**src/rtl/gpio_bus_decoder.sv**
```systemverilog
// GPIO-to-register-bus decoder: synchronizes a processor GPIO word, turns
// each rising edge of the write strobe into an address/data command,
// buffers commands in a small FIFO, and presents them on a valid/ready bus.
module gpio_bus_decoder #(
    parameter int GPIO_W     = 25,
    parameter int W_CLK_BIT  = 24,
    parameter int ADDR_W     = 16,
    parameter int DATA_W     = 8,
    parameter int FIFO_DEPTH = 4
) (
    input  logic              clk,
    input  logic              rst,
    input  logic [GPIO_W-1:0] gpio_in,
    output logic [ADDR_W-1:0] reg_addr,
    output logic [DATA_W-1:0] reg_data,
    output logic              reg_wr_valid,
    input  logic              reg_wr_ready,
    output logic              run_trig_pulse,
    output logic              halt_pulse,
    output logic              overflow,
    output logic [15:0]       wr_count
);

    localparam int PTR_W = (FIFO_DEPTH > 1) ? $clog2(FIFO_DEPTH) : 1;
    localparam int CNT_W = $clog2(FIFO_DEPTH + 1);
    localparam logic [CNT_W-1:0] FULL_CNT = CNT_W'(FIFO_DEPTH);

    typedef enum logic {DISARMED, ARMED} state_t;

    logic [GPIO_W-1:0] s1, s2;
    logic              strobe_prev;
    logic [1:0]        fill;
    state_t            state;

    logic [ADDR_W-1:0] addr_mem [FIFO_DEPTH];
    logic [DATA_W-1:0] data_mem [FIFO_DEPTH];
    logic [PTR_W-1:0]  wr_ptr, rd_ptr, rd_next;
    logic [CNT_W-1:0]  count, count_next;
    logic [15:0]       wr_cnt;

    logic              wr_event, push_ok, pop, full;
    logic [ADDR_W-1:0] cap_addr, head_addr;
    logic [DATA_W-1:0] cap_data, head_data;

    assign cap_addr = s2[ADDR_W-1:0];
    assign cap_data = s2[ADDR_W +: DATA_W];
    assign wr_count = wr_cnt;

    // Two-flop synchronizer on the whole GPIO word
    always_ff @(posedge clk) begin
        if (rst) begin
            s1 <= '0;
            s2 <= '0;
        end else begin
            s1 <= gpio_in;
            s2 <= s1;
        end
    end

    // Arming FSM and strobe edge history; 'fill' keeps the reset-cleared
    // synchronizer contents from counting as a genuine low strobe sample
    always_ff @(posedge clk) begin
        if (rst) begin
            state       <= DISARMED;
            strobe_prev <= 1'b0;
            fill        <= 2'd0;
        end else begin
            strobe_prev <= s2[W_CLK_BIT];
            if (fill != 2'd2)
                fill <= fill + 2'd1;
            if (state == DISARMED && fill == 2'd2 && !s2[W_CLK_BIT])
                state <= ARMED;
        end
    end

    assign wr_event = (state == ARMED) && s2[W_CLK_BIT] && !strobe_prev;
    assign pop      = reg_wr_valid && reg_wr_ready;
    assign full     = (count == FULL_CNT);
    assign push_ok  = wr_event && (!full || pop);
    assign rd_next  = pop ? rd_ptr + 1'b1 : rd_ptr;

    // Next occupancy and the entry that will sit at the head after this edge
    always_comb begin
        count_next = count;
        if (push_ok && !pop)
            count_next = count + 1'b1;
        else if (!push_ok && pop)
            count_next = count - 1'b1;
        head_addr = addr_mem[rd_next];
        head_data = data_mem[rd_next];
        if (push_ok && wr_ptr == rd_next) begin
            head_addr = cap_addr;
            head_data = cap_data;
        end
    end

    // Command storage
    always_ff @(posedge clk) begin
        if (push_ok) begin
            addr_mem[wr_ptr] <= cap_addr;
            data_mem[wr_ptr] <= cap_data;
        end
    end

    // FIFO control, registered bus outputs, counters and trigger pulses
    always_ff @(posedge clk) begin
        if (rst) begin
            wr_ptr         <= '0;
            rd_ptr         <= '0;
            count          <= '0;
            reg_wr_valid   <= 1'b0;
            reg_addr       <= '0;
            reg_data       <= '0;
            overflow       <= 1'b0;
            wr_cnt         <= 16'h0000;
            run_trig_pulse <= 1'b0;
            halt_pulse     <= 1'b0;
        end else begin
            if (push_ok) begin
                wr_ptr <= wr_ptr + 1'b1;
                wr_cnt <= wr_cnt + 16'h0001;
            end
            rd_ptr       <= rd_next;
            count        <= count_next;
            reg_wr_valid <= (count_next != '0);
            if (count_next != '0) begin
                reg_addr <= head_addr;
                reg_data <= head_data;
            end
            if (wr_event && !push_ok)
                overflow <= 1'b1;
            run_trig_pulse <= pop && (reg_addr == ADDR_W'(0));
            halt_pulse     <= pop && (reg_addr == ADDR_W'(2));
        end
    end

endmodule

```
**config.mk**
```make
export PLATFORM = sky130hd
export DESIGN_NAME = gpio_bus_decoder
export DESIGN_NICKNAME = d
export VERILOG_FILES = /design/src/rtl/gpio_bus_decoder.sv
export SDC_FILE = /design/constraint.sdc
export NUM_CORES = 1
export LEC_CHECK = 0
export ABC_AREA = 1
export CAP_MARGIN = 40
export CORE_MARGIN = 5
export CORE_UTILIZATION = 55
export DETAILED_ROUTE_END_ITERATION = 12
export PLACE_DENSITY_LB_ADDON = 0.3
export SYNTH_ARGS = -nofsm -noshare
export SYNTH_HDL_FRONTEND = slang
export SYNTH_SLANG_ARGS = --single-unit
```
**constraint.sdc**
```tcl
create_clock -name clk -period 3.72 [get_ports clk]
set_clock_uncertainty 0.2 [all_clocks]
set_input_delay 0.558 -clock clk [delete_from_list [all_inputs] [get_ports clk]]
set_output_delay 0.558 -clock clk [all_outputs]
set_load 0.01 [all_outputs]
```
==> results of run 1 <==
-- synthesized netlist by cell type (all sizes together) --
library cell  count  share of area, %
a21oi            16              0.92
a22oi             1             0.086
buf              31               2.4
clkbuf           15              0.65
clkinv            1              0.10
dfxtp           105                24
edfxtp           96                33
ha                9               1.3
inv             156               6.7
nand2           200               9.3
nand3            88               5.2
nand3b           48               4.1
nand4            32               2.3
nor2            137               7.5
nor3              8              0.46
nor4              1             0.072
o21ai            12              0.82
o21bai            1             0.086
o31ai             1             0.086
or2               1             0.072
xnor2             1              0.10
xor2              4              0.40
-- per-stage QoR --
stage	util (%)	worst slack, ns	power [mW]
floorplan	-	1.05	4.08
global placement	60.5	0.900	4.43
detailed placement	60.5	0.873	4.45
CTS	64.4	1.28	6.33
global route	64.4	1.05	6.69
finish	64.4	1.27	6.28
-- flip-flops by register name, indices dropped and copies added, names as in the netlist --
name            count
addr_mem           64
reg_addr           16
halt_pulse          1
strobe_prev         1
data_mem           32
run_trig_pulse      1
rd_ptr              2
wr_count           16
state               1
reg_wr_valid        1
s2                 25
overflow            1
reg_data            8
wr_ptr              2
count               3
fill                2
s1                 25
-- where the power goes --
part	leakage, nW	total [mW]	switching, mW	internal, mW
clock	0.313	1.88	0.800	1.08
sequential	1.75	2.58	0.104	2.48
combinational	2.23	1.82	1.12	0.699
total	4.29	6.28	2.02	4.25
-- cells by family after synthesis --
| group | count (synthesis) | share of synthesized area (%) |
|---|---|---|
| AO/OA/AOI/OAI | 31 | 2.00 |
| XOR/XNOR | 5 | 0.503 |
| adder cells (fa/ha/maj) | 9 | 1.29 |
| buffers and inverters | 203 | 9.89 |
| flip-flops | 201 | 57.3 |
| AND/OR/NAND/NOR | 515 | 29.1 |
-- path summary, 6_finish.rpt --
check	from	to	slack (ns)	depth (start not counted)
hold / removal	s1[11]	s2[11]	0.19	2
hold reg to reg	s1[11]	s2[11]	0.19	2
setup / recovery	count[0]	reg_addr[15]	1.27	11
setup reg to reg	count[0]	reg_addr[15]	1.27	11
-- per-layer routing --
| layer | routed length (um) | share of wire, % | global-route usage, % |
|---|---|---|---|
| met1 | 7770 | 47 | 26.4 |
| met2 | 7300 | 44 | 28.7 |
| met3 | 1320 | 7.9 | 2.90 |
| met4 | 294 | 1.8 | 5.94 |
| met5 | 0 | 0 | 0 |
-- worst max-delay path, delay by kind of cell, from the launching register on --
kind                       cells  cell delay [ns]
DFF                            1             0.36
and+or+nand+nor                8             1.43
adders and majority gates      1             0.19
buffers and inverters          2             0.19
-- cell type report --
cell class,instances,area [um^2]
Fill cell,1292,5590
Sequential cell,201,4980
Multi-Input combinational cell,560,2870
Timing Repair Buffer,82,788
Inverter,157,594
Clock buffer,25,562
Tap cell,216,270
Clock inverter,12,57.6
==> flow_summary.toml, run 1 <==
[clocking]
cts_tree = "yes"
post_cts_resized = 0
cts-root-buf = "clkbuf_16"
hold_buffers = 0
numClockSinks = 201
path_clk_slew_ns = 0.06
cts.path.max_buffers = 3
htreeDepth = 1
cts_made_buffers = 21
cts_setup_buffers = 0
clk_latency_ns = 0.49

[placement]
dpl.cell_count = 1216
place_area_um2 = 9510
io_buffer_count = 71
dpl.hpwl_um = 10700
gp_congestion = 0.832

[grt]
grt_pass1_wl_um = 27400
grt_pass1_vias = 5672
overflow = 0
track_usage_pct = 18.4
grt_max_degree = 65
antenna_found_initial = 0

[logic_synthesis]
yosysSeqAreaShare_pct = 57.3
synthCells = 964
ys_types = 34
syn_area_um2 = 8700
ys_warn_count = 0
synth_seq_cells = 201
synth_nets = 1001
avgSynthCellArea_um2 = 9.03

[route]
vias = 6185
totalWireLength_um = 16700
drc_errors = 0
drtAntennaViolNets = 0
drt-wirelength-per-cell_um = 13.3
drt_iter0_drc = 399
via_per_inst = 4.94
firstDrtPassIters = 5

[critical_path]
cp.arrival_ns = 2.67
worst_setup_path_end_kind = "flip-flop"
critPathMaxFanout = 26
slowest_delay_ns = 0.37
slowest_stage = "nor2_8"
cp.required_ns = 3.95
critPathKind = "flip-flop to flip-flop"
critPathLaunchType = "flip-flop"
path_cells = "inv_1 -> ha_1 -> nand2_1 -> nand3_2 -> inv_1 -> nand2_1 -> nand2_4 -> nand2_4 -> nor2_8 -> nor2_1 -> nor2_1"

[sta]
hold_viol_final = 0
finalCritPeriodShare_pct = 65.8
slew_headroom_pct = 57.2
report.final.slew_viol_count = 0
setup_violations = 0
max_freq_mhz = 409
rsz0062_at_grt = "false"
timing.hold.ws_ns = 0.194
setup-tns-final_ns = 0
tightest_slew_ns = 0.642
period_minus_slack_ns = 2.45

[final_layout]
syn2layout_area_growth_pct = 16.3
layout_common_cells = "nand2_1 (188), inv_1 (154), dfxtp_1 (105), edfxtp_1 (96), nor2_1 (90)"
final_layout_size_suffix_gt1_share_pct = 10.5
fin_cells = 1253
layout.nets = 1060
fin_area_um2 = 10100
num_antenna_cells = 0
final_common_cell = "nand2_1"

[floorplan]
die_w_um = 136
start_util_pct = 55.4
rows = 46
die-area_um2 = 18400
ios = 72
core_area_um2 = 15700
dieHeight_um = 136

[pwr]
p_per_area_nw_per_um2 = 620
vdd_drop_max_mv = 0.365
p_leak_nw = 4.29

[min_path]
hp-class = "flip-flop to flip-flop"

[status]
outcome = "finished, final reports clean"

[job]
max_cap_violations = 0
Note: power is estimated with default switching activity, not from simulation.
==> inputs of run 2 (changes only) <==
--- a/config.mk
+++ b/config.mk
@@ -8,7 +8,7 @@
 export ABC_AREA = 1
 export CAP_MARGIN = 40
 export CORE_MARGIN = 5
-export CORE_UTILIZATION = 55
+export CORE_UTILIZATION = 52
 export DETAILED_ROUTE_END_ITERATION = 12
 export PLACE_DENSITY_LB_ADDON = 0.3
 export SYNTH_ARGS = -nofsm -noshare
==> constraint.sdc (replaced) <==
create_clock -name clk -period 2.2 [get_ports clk]
set_clock_uncertainty 0.2 [all_clocks]
set_input_delay 0.33 -clock clk [delete_from_list [all_inputs] [get_ports clk]]
set_output_delay 0.33 -clock clk [all_outputs]
set_load 0.01 [all_outputs]
==> flow_summary.toml, run 2 (same netlist as run 1, synthesis figures left out) <==
[status]
outcome = "finished, final reports clean"

[final_layout]
seq_area_um2 = 4990
num-fill-cells = 1340
syn2layout_area_growth_pct = 22.0
largest_reg_flops = 64
num_antenna_cells = 0
final_common_cell = "nand2_1"
multi_input_area_um2 = 2900
fin_area_um2 = 10600
largest_register = "addr_mem"
reg.largest.list = "addr_mem x64, data_mem x32"
fin_util_pct = 64.3
fin_cells = 1291
layout_common_cells = "nand2_1 (187), inv_1 (154), dfxtp_1 (104), edfxtp_1 (96), nor2_1 (90)"
final_layout_size_suffix_gt1_share_pct = 14.1
layout.nets = 1093

[grt]
antenna_found_initial = 0
grt_max_degree = 65
overflow = 0
track_usage_pct = 18.6
grt_pass1_vias = 5780
grt_pass1_wl_um = 29900

[placement]
io_buffer_count = 71
gp_congestion = 0.827
place_area_um2 = 9860
dpl.hpwl_um = 12000
dpl.cell_count = 1247

[route]
drtAntennaViolNets = 0
totalWireLength_um = 18400
drc_errors = 0
vias = 6398
drt-wirelength-per-cell_um = 14.3
drt_iter0_drc = 498
via_per_inst = 4.96
firstDrtPassIters = 5

[sta]
rsz0062_at_grt = "false"
hold_viol_final = 0
timing.hold.ws_ns = 0.120
finalCritPeriodShare_pct = 93.7
report.final.slew_viol_count = 0
slew_headroom_pct = 56.1
period_minus_slack_ns = 2.06
setup_violations = 0
tightest_slew_ns = 0.659
max_freq_mhz = 485

[floorplan]
dieHeight_um = 139
die-area_um2 = 19400
core_area_um2 = 16500
die_w_um = 139
start_util_pct = 52.7
ios = 72
rows = 47

[critical_path]
r2r-start = "count[1]"
path_cells = "clkdlybuf4s50_1"
cp.arrival_ns = 1.53
reg2regPathDepth = 11
reg2reg_slack_ns = 0.15
critPathKind = "flip-flop to output port"
critPathMaxFanout = 5
worst_setup_path_end_kind = "output port"
cp.required_ns = 1.67
endpoint = "wr_count[12]"
slowest_stage = "clkdlybuf4s50_1"
slowest_delay_ns = 0.59
worstSetupStartpoint = "wr_count[12]"
critPathLaunchType = "flip-flop"
cp.depth = 1
crit_family = "buffers and inverters"
crit_buf_inv = 1
r2r_end = "reg_addr[7]"

[min_path]
holdPathStages = 6
hp-class = "input port to flip-flop"

[clocking]
cts-root-buf = "clkbuf_16"
hold_buffers = 0
htreeDepth = 1
numClockSinks = 201
clk_latency_ns = 0.49
cts_tree = "yes"
cts_made_buffers = 21
cts.path.max_buffers = 3
path_clk_slew_ns = 0.06

[pwr]
p_leak_nw = 4.53
total_power_mw = 11.5
p_per_area_nw_per_um2 = 1080
vdd_drop_max_mv = 0.873

[job]
max_cap_violations = 0
run 2: changes by cell type in the layout (fill, tap and decap cells not counted), sizes merged:
cell      change
buf          +31
clkinvlp      +2
bufinv        +1
inv           +1
clkinv        -4
clkbuf        +1
nor2          +2
run 2: per-layer routing:
layer / GRT usage, % / vias to the layer above / wire (um)
met5: 0 / - / 0
met4: 4.12 / 0 / 245
met3: 2.81 / 20 / 1360
met2: 28.5 / 221 / 8120
met1: 28.1 / 2896 / 8730
li1: - / 3261 / -
run 2: area by class of cell:
| type | count | share of cell area (%) |
|---|---|---|
| clock buffers | 26 | 5.50 |
| clock inverters | 12 | 0.943 |
| inverters | 157 | 5.60 |
| multi-input cells | 562 | 27.3 |
| flip-flops and latches | 201 | 46.9 |
| well taps | 220 | 2.59 |
| repair buffers | 113 | 11.1 |
run 2: how the worst min path moves through the flow:
stage / start / to
after global placement: s1[1] / s2[1]
after global routing: gpio_in[13] / s1[13]
after detailed placement: s1[13] / s2[13]
final: rst / halt_pulse
after CTS: rst / wr_count[9]
after floorplan: s1[0] / s2[0]
run 2: timing repair:
item                       CTS  global route
pin swaps                    2             2
gates cloned                 1             1
setup buffers                4             0
setup endpoints to repair   24            25
resized for setup            0             5
run 2: per-stage QoR:
stage,TNS (ns),worst slack (ns)
after floorplan,-8.21,-0.0855
after global placement,-4.08,-0.188
after detailed placement,-5.32,-0.221
after CTS,0,0.0710
after global routing,0,0.0357
final,0,0.138
run 2: power breakdown:
group	leakage, nW	internal (mW)	switching (mW)	total, mW
sequential	1.75	4.19	0.200	4.39
clock	0.340	2.02	1.43	3.45
combinational	2.44	1.52	2.12	3.63
total	4.53	7.72	3.75	11.5
